File: config.mk
export PLATFORM = sky130hd
export DESIGN_NAME = mem_bus_arbiter
export DESIGN_NICKNAME = d
export VERILOG_FILES = /design/src/rtl/mem_bus_arbiter.sv
export SDC_FILE = /design/constraint.sdc
export NUM_CORES = 1
export LEC_CHECK = 0
export ABC_CLOCK_PERIOD_IN_PS = 2900
export CAP_MARGIN = 20
export CORE_MARGIN = 5
export CORE_UTILIZATION = 35
export DETAILED_ROUTE_END_ITERATION = 8
export PLACE_DENSITY = 0.78
export SLEW_MARGIN = 20
export SYNTH_ARGS = -nofsm -noshare
export SYNTH_HDL_FRONTEND = slang
export SYNTH_SLANG_ARGS = --single-unit
export TNS_END_PERCENT = 5
File: constraint.sdc
create_clock -name clock -period 2.9 [get_ports clock]
set_input_delay 0.29 -clock clock [delete_from_list [all_inputs] [get_ports clock]]
set_output_delay 0.29 -clock clock [all_outputs]
set_load 0.02 [all_outputs]
File: src/rtl/mem_bus_arbiter.sv
// Round-robin arbiter between the core data port (m0) and the UART loader (m1),
// decoding byte addresses onto the text/data/stack RAMs or the UART registers.
//
// state      | meaning
// -----------+--------------------------------------------------------
// S_IDLE     | waiting for a request; grant and latch happen here
// S_ACCESS   | one-cycle RAM strobe from the latched request
// S_RESP     | rvalid with synchronous RAM read data
// S_IO       | io_req held until io_ack or timeout
// S_RESP_IO  | rvalid with captured UART read data
// S_RESP_ERR | rvalid with err (unmapped, protection fault, IO timeout)
`timescale 1ns/1ps
module mem_bus_arbiter #(
  parameter int          IDX_W     = 10,
  parameter int          TIMEOUT   = 255,
  parameter logic [31:0] STACK_TOP = 32'h7FFF_EFFC,
  parameter logic [31:0] STACK_IDX = 32'h0000_0040
) (
  input  logic             clock,
  input  logic             reset,
  input  logic             m0_req,
  input  logic             m0_we,
  input  logic [31:0]      m0_addr,
  input  logic [31:0]      m0_wdata,
  output logic             m0_gnt,
  output logic             m0_rvalid,
  output logic [31:0]      m0_rdata,
  output logic             m0_err,
  input  logic             m1_req,
  input  logic             m1_we,
  input  logic [31:0]      m1_addr,
  input  logic [31:0]      m1_wdata,
  output logic             m1_gnt,
  output logic             m1_rvalid,
  output logic [31:0]      m1_rdata,
  output logic             m1_err,
  output logic             mem_en,
  output logic             mem_we,
  output logic [1:0]       mem_sel,
  output logic [IDX_W-1:0] mem_idx,
  output logic [31:0]      mem_wdata,
  input  logic [31:0]      mem_rdata,
  output logic             io_req,
  output logic             io_we,
  output logic [1:0]       io_reg,
  output logic [31:0]      io_wdata,
  input  logic             io_ack,
  input  logic [31:0]      io_rdata
);

  localparam int CNT_W = $clog2(TIMEOUT + 1);

  typedef enum logic [2:0] {
    S_IDLE, S_ACCESS, S_RESP, S_IO, S_RESP_IO, S_RESP_ERR
  } state_t;

  state_t state, state_nxt;

  logic             last_m1;
  logic             lat_m1;
  logic             lat_we;
  logic [31:0]      lat_wdata;
  logic [1:0]       lat_sel;
  logic [IDX_W-1:0] lat_idx;
  logic [1:0]       lat_reg;
  logic [CNT_W-1:0] cnt;
  logic [31:0]      io_data;

  logic             gnt0, gnt1, gnt_any;
  logic             req_we;
  logic [31:0]      req_addr, req_wdata;
  logic             dec_io, dec_ram, dec_fault;
  logic [1:0]       dec_sel;
  logic [IDX_W-1:0] dec_idx;

  logic             resp_valid, resp_err;
  logic [31:0]      resp_data;

  // Arbitration: on contention the master not served last wins.
  always_comb begin
    gnt0 = 1'b0;
    gnt1 = 1'b0;
    if (state == S_IDLE && reset) begin
      if (m0_req && (!m1_req || last_m1)) gnt0 = 1'b1;
      else if (m1_req)                    gnt1 = 1'b1;
    end
    gnt_any   = gnt0 | gnt1;
    req_we    = gnt1 ? m1_we    : m0_we;
    req_addr  = gnt1 ? m1_addr  : m0_addr;
    req_wdata = gnt1 ? m1_wdata : m0_wdata;
  end

  // Region decode, first match wins; index math wraps at 32 bits.
  always_comb begin
    dec_io  = 1'b0;
    dec_ram = 1'b0;
    dec_sel = 2'd0;
    dec_idx = '0;
    if (req_addr >= 32'hFFFF_0000 && req_addr <= 32'hFFFF_000F) begin
      dec_io = 1'b1;
    end else if (req_addr >= 32'h0040_0000 && req_addr <= 32'h1000_FFFF) begin
      dec_ram = 1'b1;
      dec_sel = 2'd0;
      dec_idx = IDX_W'((req_addr - 32'h0040_0000) >> 2);
    end else if (req_addr >= 32'h1001_0000 && req_addr <= 32'h1001_FFFF) begin
      dec_ram = 1'b1;
      dec_sel = 2'd1;
      dec_idx = IDX_W'((req_addr - 32'h1001_0000) >> 2);
    end else if (req_addr > 32'h7F00_0000 && req_addr <= 32'h7FFF_FFFF) begin
      dec_ram = 1'b1;
      dec_sel = 2'd2;
      dec_idx = IDX_W'(STACK_IDX - ((STACK_TOP - req_addr) >> 2));
    end
    dec_fault = dec_ram && (dec_sel == 2'd0) && req_we && !gnt1;
  end

  always_ff @(posedge clock or negedge reset) begin
    if (!reset) state <= S_IDLE;
    else        state <= state_nxt;
  end

  always_comb begin
    state_nxt = state;
    case (state)
      S_IDLE: begin
        if (gnt_any) begin
          if (dec_io)                      state_nxt = S_IO;
          else if (dec_ram && !dec_fault)  state_nxt = S_ACCESS;
          else                             state_nxt = S_RESP_ERR;
        end
      end
      S_ACCESS:   state_nxt = S_RESP;
      S_RESP:     state_nxt = S_IDLE;
      S_IO: begin
        // An ack on the final allowed cycle still counts as success.
        if (io_ack)                            state_nxt = S_RESP_IO;
        else if (cnt == CNT_W'(TIMEOUT - 1))   state_nxt = S_RESP_ERR;
      end
      S_RESP_IO:  state_nxt = S_IDLE;
      S_RESP_ERR: state_nxt = S_IDLE;
      default:    state_nxt = S_IDLE;
    endcase
  end

  always_ff @(posedge clock or negedge reset) begin
    if (!reset) begin
      last_m1   <= 1'b1;
      lat_m1    <= 1'b0;
      lat_we    <= 1'b0;
      lat_wdata <= '0;
      lat_sel   <= '0;
      lat_idx   <= '0;
      lat_reg   <= '0;
      cnt       <= '0;
      io_data   <= '0;
    end else if (gnt_any) begin
      last_m1   <= gnt1;
      lat_m1    <= gnt1;
      lat_we    <= req_we;
      lat_wdata <= req_wdata;
      lat_sel   <= dec_sel;
      lat_idx   <= dec_idx;
      lat_reg   <= req_addr[3:2];
      cnt       <= '0;
    end else if (state == S_IO) begin
      cnt <= cnt + CNT_W'(1);
      if (io_ack) io_data <= io_rdata;
    end
  end

  always_comb begin
    m0_gnt     = gnt0;
    m1_gnt     = gnt1;
    mem_en     = 1'b0;
    mem_we     = 1'b0;
    mem_sel    = '0;
    mem_idx    = '0;
    mem_wdata  = '0;
    io_req     = 1'b0;
    io_we      = 1'b0;
    io_reg     = '0;
    io_wdata   = '0;
    resp_valid = 1'b0;
    resp_err   = 1'b0;
    resp_data  = '0;
    case (state)
      S_ACCESS: begin
        mem_en    = 1'b1;
        mem_we    = lat_we;
        mem_sel   = lat_sel;
        mem_idx   = lat_idx;
        mem_wdata = lat_wdata;
      end
      S_RESP: begin
        resp_valid = 1'b1;
        resp_data  = lat_we ? 32'd0 : mem_rdata;
      end
      S_IO: begin
        io_req   = 1'b1;
        io_we    = lat_we;
        io_reg   = lat_reg;
        io_wdata = lat_wdata;
      end
      S_RESP_IO: begin
        resp_valid = 1'b1;
        resp_data  = lat_we ? 32'd0 : io_data;
      end
      S_RESP_ERR: begin
        resp_valid = 1'b1;
        resp_err   = 1'b1;
      end
      default: ;
    endcase
    m0_rvalid = resp_valid && !lat_m1;
    m0_err    = resp_err   && !lat_m1;
    m0_rdata  = lat_m1 ? 32'd0 : resp_data;
    m1_rvalid = resp_valid && lat_m1;
    m1_err    = resp_err   && lat_m1;
    m1_rdata  = lat_m1 ? resp_data : 32'd0;
  end

endmodule

# ---- Word level (Yosys, flattened, before mapping)
# Cells that the tools add are included.
dict set report totals {
  register_bits 92
  in_bits 199
  out_inout_bits 152
  wordCells 103
}
dict set report classes {
  add_sub_neg 5
  order_cmp 8
  n_eq_ne 8
  n_mux 45
  bitwise_logic 2
  n_reduce_logical 25
}
# op count
set op_table {}
lappend op_table {{two-way mux 32 bit} 8}
lappend op_table {{<= comparator 32 x 29 -> 1 bit, second input constant} 2}
lappend op_table {{one-hot mux 32 bit (2 select lines)} 1}
lappend op_table {{two-way mux 10 bit} 5}
lappend op_table {{>= comparator 32 x 23 -> 1 bit, second input constant} 1}
lappend op_table {{>= comparator 32 x 29 -> 1 bit, second input constant} 1}
lappend op_table {{>= comparator 32 bit, second input constant} 1}
lappend op_table {{greater-than comparator 32 x 31 -> 1 bit, second input constant} 1}
lappend op_table {{<= comparator 32 x 31 -> 1 bit, second input constant} 1}
lappend op_table {{<= comparator 32 bit, second input constant} 1}
lappend op_table {{subtractor 12 x 1 -> 12 bit, second input constant} 2}
lappend op_table {{two-way mux 1 bit} 17}
lappend op_table {{two-way mux 8 bit} 2}
lappend op_table {{two-way mux 3 bit} 5}
lappend op_table {{logical AND 1 bit} 14}
lappend op_table {{two-way mux 2 bit} 6}
lappend op_table {{subtractor 12 bit, first input constant} 1}
lappend op_table {{subtractor 7 x 10 -> 10 bit, first input constant} 1}
lappend op_table {{one-hot mux 3 bit (3 select lines)} 1}
lappend op_table {{adder 8 x 1 -> 8 bit, second input constant} 1}
lappend op_table {{equality test 8 bit, second input constant} 1}
lappend op_table {{equality test 3 x 2 -> 1 bit, second input constant} 2}
lappend op_table {{equality test 3 bit, second input constant} 2}
lappend op_table {{zero test 1 bit} 4}
lappend op_table {{other kinds (12)} 12}

# ---- Depth between registers and ports, before layout
# Gate-level depths: netlist of run 1.
dict set report depth {
  ltp_word 22
  mapped_depth 14
  depth_no_buf 12
}

# ---- Worst setup path after synthesis of run 1
# No wires, ideal clock.
dict set report synth_path {
  path_kind {register -> register}
  from {register state[0]}
  to {register lat_idx[6]}
  setup_ns 0.118
  arrival_ns 2.933
  required_time_ns 2.782
  slack_ns -0.151
  stages_incl_launch_ff 15
  n_path_buf 3
  period_less_slack_ns 3.051
  path_cell_list {dfrtp_1 buf_6 nor4b_2 nand2_1 buf_2 buf_1 mux2i_1 xnor2_1 ha_1 nand3b_1 mux2i_1 o21ai_0 a21oi_1 o21ai_0 a21o_1}
}
dict set report synth_via {
  elab_chain_len 10
  elab_cells_between_ends 26
  classes_between {4 x add/sub; 8 x order compare; 7 x mux; 1 x bitwise; 6 x reduce/logical}
}
# element line_no
set synth_lines {}
lappend synth_lines {{start: declaration} 57} ;# state_t state, state_nxt;
lappend synth_lines {{start signal: assignment} 119} ;# else state <= state_nxt;
lappend synth_lines {{zero test 3 bit *} 83} ;# if (state == S_IDLE && reset) begin
lappend synth_lines {{logical AND 1 bit *} 83}
lappend synth_lines {{two-way mux 1 bit} 83}
lappend synth_lines {{two-way mux 32 bit} 89} ;# req_addr = gnt1 ? m1_addr : m0_addr;
lappend synth_lines {{subtractor 12 bit (tied with other cells)} 112} ;# dec_idx = IDX_W'(STACK_IDX - ((STACK_TOP - req_addr) >> 2));
lappend synth_lines {{subtractor 7 x 10 -> 10 bit or logical AND 1 bit (tied branches)} {112, 109}}
lappend synth_lines {{two-way mux 10 bit} 109} ;# end else if (req_addr > 32'h7F00_0000 && req_addr <= 32'h7FFF_FFFF) begin
lappend synth_lines {{two-way mux 10 bit} 105} ;# end else if (req_addr >= 32'h1001_0000 && req_addr <= 32'h1001_FFFF) begin
lappend synth_lines {{two-way mux 10 bit} 101} ;# end else if (req_addr >= 32'h0040_0000 && req_addr <= 32'h1000_FFFF) begin
lappend synth_lines {{two-way mux 10 bit} 99} ;# if (req_addr >= 32'hFFFF_0000 && req_addr <= 32'hFFFF_000F) begin
lappend synth_lines {{end signal: assignment} 162} ;# lat_idx <= dec_idx;
lappend synth_lines {{end: declaration} 64} ;# logic [IDX_W-1:0] lat_idx;
# Mark *: on every way between the ends. The rest lies on a longest branch, timed or not.
# A chain may end at the register's enable or synchronous reset.

# ---- Worst setup path in the final report of run 1
dict set report layout_path {
  from {register state[1]}
  to {output port m1_rdata[16]}
}
dict set report layout_via {
  elab_chain_len 3
  elab_cells_between_ends 4
  classes_between {2 x eq/ne; 2 x mux}
}
# element line_no
set layout_lines {}
lappend layout_lines {{equality test 3 bit or equality test 3 x 2 -> 1 bit (tied branches)} 186} ;# case (state)
lappend layout_lines {{one-hot mux 32 bit (2 select lines) *} 186}
lappend layout_lines {{two-way mux 32 bit *} 219} ;# m1_rdata = lat_m1 ? resp_data : 32'd0;
lappend layout_lines {{end: declaration} 35} ;# output logic [31:0] m1_rdata,
# Marked as above.

==> flow_metrics.tcl, run 1 <==
set metrics [dict create \
    cp.arrival_ps 2460 \
    synth_seq_cells 92 \
    clkTransAtPathRegs_ps 70 \
    synth-simple-area-share_pct 29.7 \
    drt_iter0_markers 423 \
    cts_num_sinks 92 \
    n_antenna_cell 0 \
    max_slew.worst_pin.slew_ps 823 \
    power_uw 6910 \
    ir_worst_vdd_mv 0.339 \
    synthMuxAreaShare_pct 8.38 \
    syn_avg_cell_area_um2 8.26 \
    drive_gt1_share_pct 9.55 \
    io-pin-count 351 \
    drcViolationCount 0 \
    row_count 48 \
    dp_hpwl_um 18800 \
    cts_tree "yes" \
    synthArstFlopShare_pct 100 \
    reg2regPathDepth 11 \
    timing.final.crit_share_pct 94.9 \
    ys_seq_area_share_pct 38.1 \
    drtAntennaViolNets 0 \
    fmax_mhz 363 \
    grt_pass1_wl_um 37300 \
    skew_ps 6.84 \
    crit_required_ps 2610 \
    ys_types 67 \
    stdcell_count 1304 \
    fin_nets 1276 \
    r2r_end "lat_idx[6]$_DFFE_PN0N_" \
    grt.met2_usage_pct 40.3 \
    num_vias 6830 \
    largest_registers "io_data (32), lat_wdata (32), lat_idx (10)" \
    grt_remaining_overflow 0 \
    dr.pass1.iters 5 \
    setup_viol 0 \
    ys.flop_type "dfrtp_1" \
    r2r_slack_ps 180 \
    die_w_um 141 \
    p_per_area_nw_per_um2 675 \
    wl_per_cell_um 18.3 \
    finalHoldViolCount 0 \
    start_util_pct 35.3 \
    worstSetupStartpointType "register" \
    clockBufferDepth 2 \
    syn_nets 934 \
    syn_inst 732 \
    drv_slew 0 \
    grt-busiest-layer "met2" \
    cap_viol_max_count 0 \
    rsz0062_at_grt "yes" \
    cts_buffers 9 \
    routabilityCongestion 0.988 \
    via_per_inst 5.24 \
    synth-adder-area-share_pct 0.621 \
    place_inst 1287 \
    synth-compound-area-share_pct 17.0 \
    core-area_um2 17100 \
    end_kind "primary output" \
    grt_antenna_before_repair 1 \
    grt_use_met1_pct 27.5 \
    die-area_um2 20000 \
    syn2layout_area_growth_pct 69.3 \
    die_y_um 141 \
    clk_latency_ps 330 \
    post-route-min-period_ps 2750 \
    synthXorXnorAreaFrac_pct 2.03 \
    max_slew_margin_pct 45.1 \
    crit_fanout 32 \
    grt_max_degree 63 \
    grt_util_all_layers_pct 23.2 \
    cts_root_buf "clkbuf_16" \
    regToRegStartpoint "state[1]$_DFFE_PN0P_" \
    synth.cell_area_um2 6050 \
    p_leak_uw 0.00416 \
    path_class "reg2out" \
    ys.warnings.count 0 \
    grt_util_met3_pct 6.67 \
    synth_edf_count 0 \
    grt_pass1_vias 7102 \
    drt-total-wl_um 23900 \
    status "complete, no violations" \
    io_buffers 350 \
    synth_top_family_by_area "simple AND/OR/NAND/NOR gates" \
    htree_num_levels 3 \
    hold_class "in2async" \
]
[final cells by class]
| type | instances | area, um2 |
|---|---|---|
| clock buffer | 13 | 260 |
| timing repair buffer | 382 | 3770 |
| clock inverter | 3 | 46.3 |
| tap | 225 | 282 |
| multi-input combinational | 578 | 3540 |
| fill | 1545 | 6870 |
| sequential | 92 | 2300 |
| inverter | 11 | 41.3 |
[kinds of logic (layout without fill, tap and decap cells)]
logic type,after synthesis,after routing
buffers and inverters,62,409
AOI/OAI and AO/OA,147,147
xor gates and xnor gates,14,14
muxes,46,46
adders and majority gates,3,3
and+or+nand+nor,368,368
DFF,92,92
[what timing repair did]
action | in CTS | in global routing
setup buffers | 0 | 1
endpoints found under the setup margin | 0 | 3
resized for setup | 0 | 5
hold buffers | 0 | 0
[worst max-delay path: stages (launching register included)]
cell and delay (ps):
dfrtp_1 390, buf_4 180, inv_1 80, nor3_2 270, buf_12 220, a22oi_1 130
nor2_1 200, clkdlybuf4s50_1 640
[metrics by stage]
step | utilization (%) | instance area, um2 | TNS, ps | worst slack, ps | hold slack (ps)
after detailed placement | 57.9 | 9910 | -200 | -116 | 404
after global routing | 59.8 | 10200 | -53.9 | -30.9 | 61.9
after floorplan | - | 6060 | 0 | 6.27 | -5.59
after CTS | 59.7 | 10200 | 0 | 117 | 31.8
after global placement | 57.9 | 9910 | -88.4 | -55.5 | 412
final | 59.8 | 10200 | 0 | 148 | 55.9
[placed cells by master, fill, tap and decap left out, drive strengths merged, types with 10 or more instances in the layout]
master | synthesis | layout
clkdlybuf4s50 | 0 | 348
mux2 | 37 | 37
dfrtp | 91 | 91
nand3 | 19 | 19
nor3 | 11 | 11
nor4 | 12 | 12
a22oi | 36 | 36
a31oi | 35 | 35
a21oi | 11 | 11
clkbuf | 38 | 13
nor2 | 110 | 110
nand2 | 98 | 98
o21ai | 22 | 22
buf | 13 | 33
inv | 10 | 10
and2 | 81 | 81
[worst max-delay path by stage]
stage                         start                     end  slack [ps]  cells past startpoint
2_1_floorplan  state[1]$_DFFE_PN0P_  lat_idx[6]$_DFFE_PN0N_           6                     14
6_report       state[1]$_DFFE_PN0P_            m1_rdata[16]         150                      7
5_1_grt        state[1]$_DFFE_PN0P_  lat_idx[6]$_DFFE_PN0N_         -30                     11
3_3_place_gp                 m1_req  lat_idx[6]$_DFFE_PN0N_         -60                     12
4_1_cts        state[1]$_DFFE_PN0P_            m1_rdata[18]         120                      7
3_5_place_dp                 m1_req  lat_idx[6]$_DFFE_PN0N_        -120                     12
[per-layer routing]
layer / vias up / wire (um)
met5: - / 13
met4: 2 / 590
met3: 43 / 2070
met2: 309 / 11700
met1: 3208 / 9520
li1: 3268 / -
[cell usage after synthesis (2+ instances only)]
cell type,count,area [um2]
nor2_1,110,413
nand2_1,98,368
dfrtp_1,91,2280
and2_1,80,500
clkbuf_1,38,143
mux2_2,37,417
a22oi_1,35,263
a31oi_1,35,219
nand3_1,19,95.1
o21ai_0,17,85.1
a21oi_1,11,55.1
nor3_1,11,55.1
nor4_1,11,68.8
inv_1,9,33.8
mux2i_1,9,90.1
nand4_1,9,56.3
xor2_1,9,78.8
and3_1,7,43.8
buf_2,6,30.0
nand3b_1,6,45.0
buf_1,5,18.8
o21ai_1,5,25.0
o221ai_1,5,43.8
xnor2_1,5,43.8
a211oi_1,4,30.0
o211ai_1,4,30.0
ha_1,3,37.5
nand2b_1,3,18.8
o21a_1,3,22.5
o31ai_1,3,22.5
a21boi_0,2,15.0
a311o_1,2,20.0
buf_6,2,22.5
nor3b_1,2,15.0
o2111ai_1,2,17.5
o211a_1,2,20.0
or3_1,2,12.5
[power by group]
group / total (uW) / switching (uW) / internal, uW
sequential: 2200 / 380 / 1820
clock: 1210 / 489 / 718
combinational: 3500 / 1870 / 1630
total: 6910 / 2740 / 4170
Note: power is estimated with default switching activity, not from simulation.
==> run 2, diff against run 1 <==
Settings changed: GPL_ROUTABILITY_DRIVEN from default to 0, PLACE_DENSITY 0.78 to 0.81.
==> run 2 against run 1 <==
  * Non-clock buffer count fell by 1
  * Cell area is 0.38% higher
  * Combinational power hardly changed
  * Worst setup slack worse by 7.4 ps
  * Sequential power barely moved
  * Critical endpoint is now m1_rdata[1]
  * First-iteration DRC count rose by 18%
  * Worst hold slack gained 430 ps
  * Count of clock-buffer cells in the layout unchanged
  * Critical path type unchanged
  * Utilization up 0.23 points
  * Die area unchanged
  * Register-to-register slack worse by 20 ps
==> flow_metrics.tcl, run 2 (synthesis results as in run 1) <==
set metrics [dict create \
    timing.final.crit_share_pct 95.1 \
    multi_input_area_um2 3570 \
    grt_pass1_wl_um 36800 \
    cts_root_buf "clkbuf_16" \
    final_common_cell "clkdlybuf4s50_1" \
    power.net_switching_uw 2750 \
    end_kind "primary output" \
    combPwrFrac_pct 50.5 \
    rsz0062_at_grt "yes" \
    cts_tree "yes" \
    setup_viol 0 \
    reg2regPathDepth 12 \
    ir_worst_vdd_mv 0.313 \
    r2r_slack_ps 160 \
    crit_required_ps 2610 \
    crit_chain "buf_4 > inv_1 > nor3_2 > buf_12 > a22oi_1 > nor2_1 > clkdlybuf4s50_1" \
    post-route-min-period_ps 2760 \
    stdcell_count 1303 \
    crit_fanout 32 \
    skew_ps 6.34 \
    cap_viol_max_count 0 \
    dr.pass1.iters 5 \
    die_w_um 141 \
    wl_per_cell_um 17.9 \
    grt_remaining_overflow 0 \
    r2r_end "lat_idx[6]$_DFFE_PN0N_" \
    path_class "reg2out" \
    htree_num_levels 3 \
    die_y_um 141 \
    die-area_um2 20000 \
    place_inst 1285 \
    grt_max_degree 64 \
    drt_iter0_markers 500 \
    p_leak_uw 0.00418 \
    clkTransAtPathRegs_ps 60 \
    seqCellArea_um2 2300 \
    fin_nets 1275 \
    core-area_um2 17100 \
    grt_pass1_vias 7092 \
    drt-total-wl_um 23400 \
    num_vias 6874 \
    syn2layout_area_growth_pct 70.0 \
    slowest_delay_ps 650 \
    hold_class "reg2reg" \
    io-pin-count 351 \
    finalHoldViolCount 0 \
    io_buffers 350 \
    clk_latency_ps 340 \
    setup_slack_ps 141 \
    fin_tns_setup_ps 0 \
    n_antenna_cell 0 \
    row_count 48 \
    power_frac_clock_pct 17.5 \
    fmax_mhz 362 \
    largest_registers "io_data (32), lat_wdata (32), lat_idx (10)" \
    power_uw 6930 \
    most-common-layout-cells "clkdlybuf4s50_1, nor2_1, nand2_1" \
    start_util_pct 35.3 \
    drcViolationCount 0 \
    via_per_inst 5.28 \
    drtAntennaViolNets 0 \
    fill_cells 1487 \
    p_per_area_nw_per_um2 674 \
    startpoint "state[1]$_DFFE_PN0P_" \
    status "complete, no violations" \
    cts_num_sinks 92 \
    dp_hpwl_um 18200 \
    drive_gt1_share_pct 9.65 \
    cp.arrival_ps 2470 \
    intPower_uw 4180 \
    drv_slew 0 \
    critPathSlowestCell "clkdlybuf4s50_1" \
    clockBufferDepth 2 \
    grt_antenna_before_repair 2 \
    max_slew.worst_pin.slew_ps 861 \
    max_slew_margin_pct 42.6 \
    seq_power_share_pct 31.9 \
    sw_frac_of_total_pct 39.7 \
    worstSetupStartpointType "register" \
    cts_buffers 9 \
    place_ws_ps -146 \
    grt_util_all_layers_pct 22.8 \
    cp-endpoint "m1_rdata[1]" \
    regToRegStartpoint "state[2]$_DFFE_PN0P_" \
]
[run 2: changes by cell type in the layout (fill, tap and decap cells not counted), sizes merged]
cell	delta
dlygate4sd3	+1
dlymetal6s2s	+1
clkinvlp	+1
clkinv	-1
clkdlybuf4s50	-1
buf	-2
[run 2: what timing repair did]
action,in CTS,in global routing
endpoints found under the hold margin,29,0
setup endpoints to repair,0,10
resized for setup,0,11
hold buffers,1,0
buffers inserted,0,1
[run 2: area by class of cell]
type                            instances  share of cell area [%]
Multi-Input combinational cell        578                    34.7
Clock inverter                          3                   0.438
Timing Repair Buffer                  381                    36.8
Sequential cell                        92                    22.4
Tap cell                              225                    2.74
Inverter                               11                   0.402
Clock buffer                           13                    2.53
[run 2: worst min-delay path by stage]
stage	start	to	slack (ps)	depth (start not counted)
6_report	last_m1$_DFFE_PN1N_	last_m1$_DFFE_PN1N_	480	2
3_3_place_gp	reset	state[1]$_DFFE_PN0P_	340	2
4_1_cts	last_m1$_DFFE_PN1N_	last_m1$_DFFE_PN1N_	480	2
2_1_floorplan	reset	cnt[0]$_DFFE_PN0P_	-6	0
5_1_grt	last_m1$_DFFE_PN1N_	last_m1$_DFFE_PN1N_	500	2
3_5_place_dp	reset	lat_m1$_DFFE_PN0N_	340	2
[run 2: worst max-delay path, delay by kind of cell, from the launching register on]
kind,cells,cell delay [ps]
buffers and inverters,4,1140
flip-flops,1,400
AO/OA/AOI/OAI,1,130
AND/OR/NAND/NOR,2,470
[run 2: power by group through the flow]
stage | combinational [uW] | clock [uW] | sequential, uW
5_1_grt | 3810 | 1310 | 2280
4_1_cts | 3490 | 1250 | 2220
3_5_place_dp | 3480 | 0 | 2230
2_1_floorplan | 2080 | 0 | 2050
3_3_place_gp | 3410 | 0 | 2220
6_report | 3500 | 1210 | 2210
[run 2: metrics by stage]
stage / instance area [um2] / util (%) / hold WS, ps
6_report: 10300 / 60.1 / 483
2_1_floorplan: 6060 / - / -5.59
4_1_cts: 10200 / 59.8 / 481
3_5_place_dp: 9910 / 57.9 / 345
5_1_grt: 10300 / 60.1 / 504
3_3_place_gp: 9910 / 57.9 / 345
[run 2: routing by layer]
metal  GRT usage, %  share of wire, %  up-vias
met1           26.6                38     3215
met5              0             0.090        -
met4           8.48               3.2        4
li1               -                 -     3265
met3           6.88               9.6       51
met2           39.5                49      339
==> run 3, diff against run 2 <==
Settings changed: CELL_PAD_IN_SITES_DETAIL_PLACEMENT from default to 1, CELL_PAD_IN_SITES_GLOBAL_PLACEMENT from default to 1, CORE_UTILIZATION 35 to 24.
==> run 3 against run 2 <==
  * Worst hold slack worse by 410 ps
  * Cell area up 0.60%
  * Critical endpoint is now m0_rdata[4]
  * Clock power down 12%
  * First-iteration DRC count down 53%
  * Critical path type unchanged
  * Worst setup slack better by 5.9 ps
  * Wire length up 15%
  * Largest cell class unchanged
  * Combinational power up 2%
  * Count of clock-buffer cells in the layout down 1
  * Die area up 42%
  * Critical path depth unchanged
  * Register-to-register slack about the same
==> flow_metrics.tcl, run 3 (synthesis results as in run 1) <==
set metrics [dict create \
    status "complete, no violations" \
    p_leak_uw 0.00415 \
    regToRegStartpoint "state[0]$_DFFE_PN0P_" \
    crit_chain "buf_4 > inv_1 > nor3_2 > buf_12 > a22oi_1 > nor2_1 > clkdlybuf4s50_1" \
    cts_tree "yes" \
    die_y_um 169 \
    drive_gt1_share_pct 9.27 \
    largest_registers "io_data (32), lat_wdata (32), lat_idx (10)" \
    final_core_util_pct 41.4 \
    die_w_um 169 \
    r2r_slack_ps 150 \
    grt_max_degree 50 \
    hold_slack_ps 76.4 \
    critPathSlowestCell "clkdlybuf4s50_1" \
    path_buf_inv 4 \
    drt-total-wl_um 26900 \
    finalHoldViolCount 0 \
    io-pin-count 351 \
    setup_viol 0 \
    startpoint "state[1]$_DFFE_PN0P_" \
    drtAntennaViolNets 0 \
    drv_slew 0 \
    clkTransAtPathRegs_ps 60 \
    drt_iter0_markers 234 \
    clk_latency_ps 330 \
    path_class "reg2out" \
    grt_antenna_before_repair 1 \
    rsz0062_at_grt "no" \
    worstSetupStartpointType "register" \
    grt_pass1_vias 7650 \
    place_inst 1393 \
    grt_pass1_wl_um 41900 \
    io_buffers 350 \
    timing.final.crit_share_pct 94.9 \
    fmax_mhz 363 \
    start_util_pct 24.2 \
    most-common-layout-cells "clkdlybuf4s50_1, nor2_1, nand2_1" \
    cp.depth 7 \
    cts-hold-fix-buffers 0 \
    row_count 58 \
    dp_hpwl_um 21400 \
    htree_num_levels 3 \
    cp.arrival_ps 2460 \
    p_per_area_nw_per_um2 662 \
    clockBufferDepth 2 \
    die-area_um2 28500 \
    fin_nets 1277 \
    drcViolationCount 0 \
    max_slew_margin_pct 55.6 \
    cp-endpoint "m0_rdata[4]" \
    reg2regPathDepth 11 \
    crit_fanout 33 \
    syn2layout_area_growth_pct 71.0 \
    end_kind "primary output" \
    grt_remaining_overflow 0 \
    slowest_delay_ps 660 \
    worst_path_dominant_cell_family "buffers and inverters" \
    dpl_cell_area_um2 10100 \
    post-route-min-period_ps 2750 \
    cts_buffers 9 \
    crit_required_ps 2610 \
    ir_worst_vdd_mv 0.311 \
    skew_ps 5.42 \
    core-area_um2 25000 \
    via_per_inst 4.96 \
    wl_per_cell_um 19.1 \
    hold_class "in2async" \
    cts_num_sinks 92 \
    stdcell_count 1410 \
    cts_root_buf "clkbuf_16" \
    design_area_um2 10300 \
    dr.pass1.iters 4 \
    grt_util_all_layers_pct 18.3 \
    r2r_end "lat_idx[8]$_DFFE_PN0N_" \
    num_vias 6992 \
    final_common_cell "clkdlybuf4s50_1" \
    max_slew.worst_pin.slew_ps 666 \
    cap_viol_max_count 0 \
]
-- run 3: cell types whose count changed in the layout (fill, tap and decap cells not counted), sizes merged --
cell,before,now
buf,31,34
clkinvlp,2,0
clkbuf,13,12
bufinv,1,0
clkdlybuf4s50,347,348
diode,0,1
dlygate4sd3,1,0
clkinv,1,4
dlymetal6s2s,2,1
-- run 3: worst register-to-register path, cell delays in order, from the launching register on --
cell      delay (ps)
dfrtp_1          430
nor4b_4          390
nand2_4          130
mux2i_2          260
xnor2_1          150
ha_1             240
nand3b_1          90
mux2i_1          280
o21ai_0          160
a21oi_1          180
a311o_1          200
nand4_1          110
-- run 3: stage by stage --
step / power (uW) / setup WS [ps] / setup TNS [ps]
6_report: 6850 / 147 / 0
5_1_grt: 7350 / 4.29 / 0
3_3_place_gp: 5720 / -7.95 / -7.95
4_1_cts: 6980 / 1.92 / 0
2_1_floorplan: 4130 / 6.27 / 0
3_5_place_dp: 5850 / -108 / -319
-- run 3: power by group --
group | total (uW) | switching, uW | internal (uW)
combinational | 3570 | 1920 | 1650
clock | 1060 | 486 | 574
sequential | 2220 | 395 | 1820
total | 6850 | 2800 | 4050
-- run 3: layer usage --
layer | up-vias | wire (um) | GRT usage (%)
li1 | 3261 | - | -
met1 | 3384 | 10900 | 21.8
met5 | - | 0 | 0
met4 | 0 | 1030 | 7.94
met3 | 58 | 2080 | 4.62
met2 | 289 | 12900 | 31.2
-- run 3: how the worst min path moves through the flow --
stage / slack, ps / endpoint / from
6_report: 80 / io_data[3]$_DFFE_PN0P_ / reset
3_5_place_dp: 450 / io_data[3]$_DFFE_PN0P_ / reset
3_3_place_gp: 450 / io_data[8]$_DFFE_PN0P_ / reset
2_1_floorplan: -6 / cnt[0]$_DFFE_PN0P_ / reset
5_1_grt: 120 / io_data[3]$_DFFE_PN0P_ / reset
4_1_cts: 90 / io_data[3]$_DFFE_PN0P_ / reset
-- run 3: cell type report --
type / count / area, um2
diodes: 1 / 2.50
clock inverters: 3 / 15.0
flip-flops and latches: 92 / 2300
clock buffers: 12 / 236
inverters: 11 / 41.3
fillers: 2944 / 14600
well taps: 330 / 413
multi-input cells: 578 / 3530
repair buffers: 383 / 3800
-- run 3: what timing repair did --
action,4_1_cts,5_1_grt
buffers inserted,0,1
gates resized for setup,0,2
setup endpoints to repair,0,34
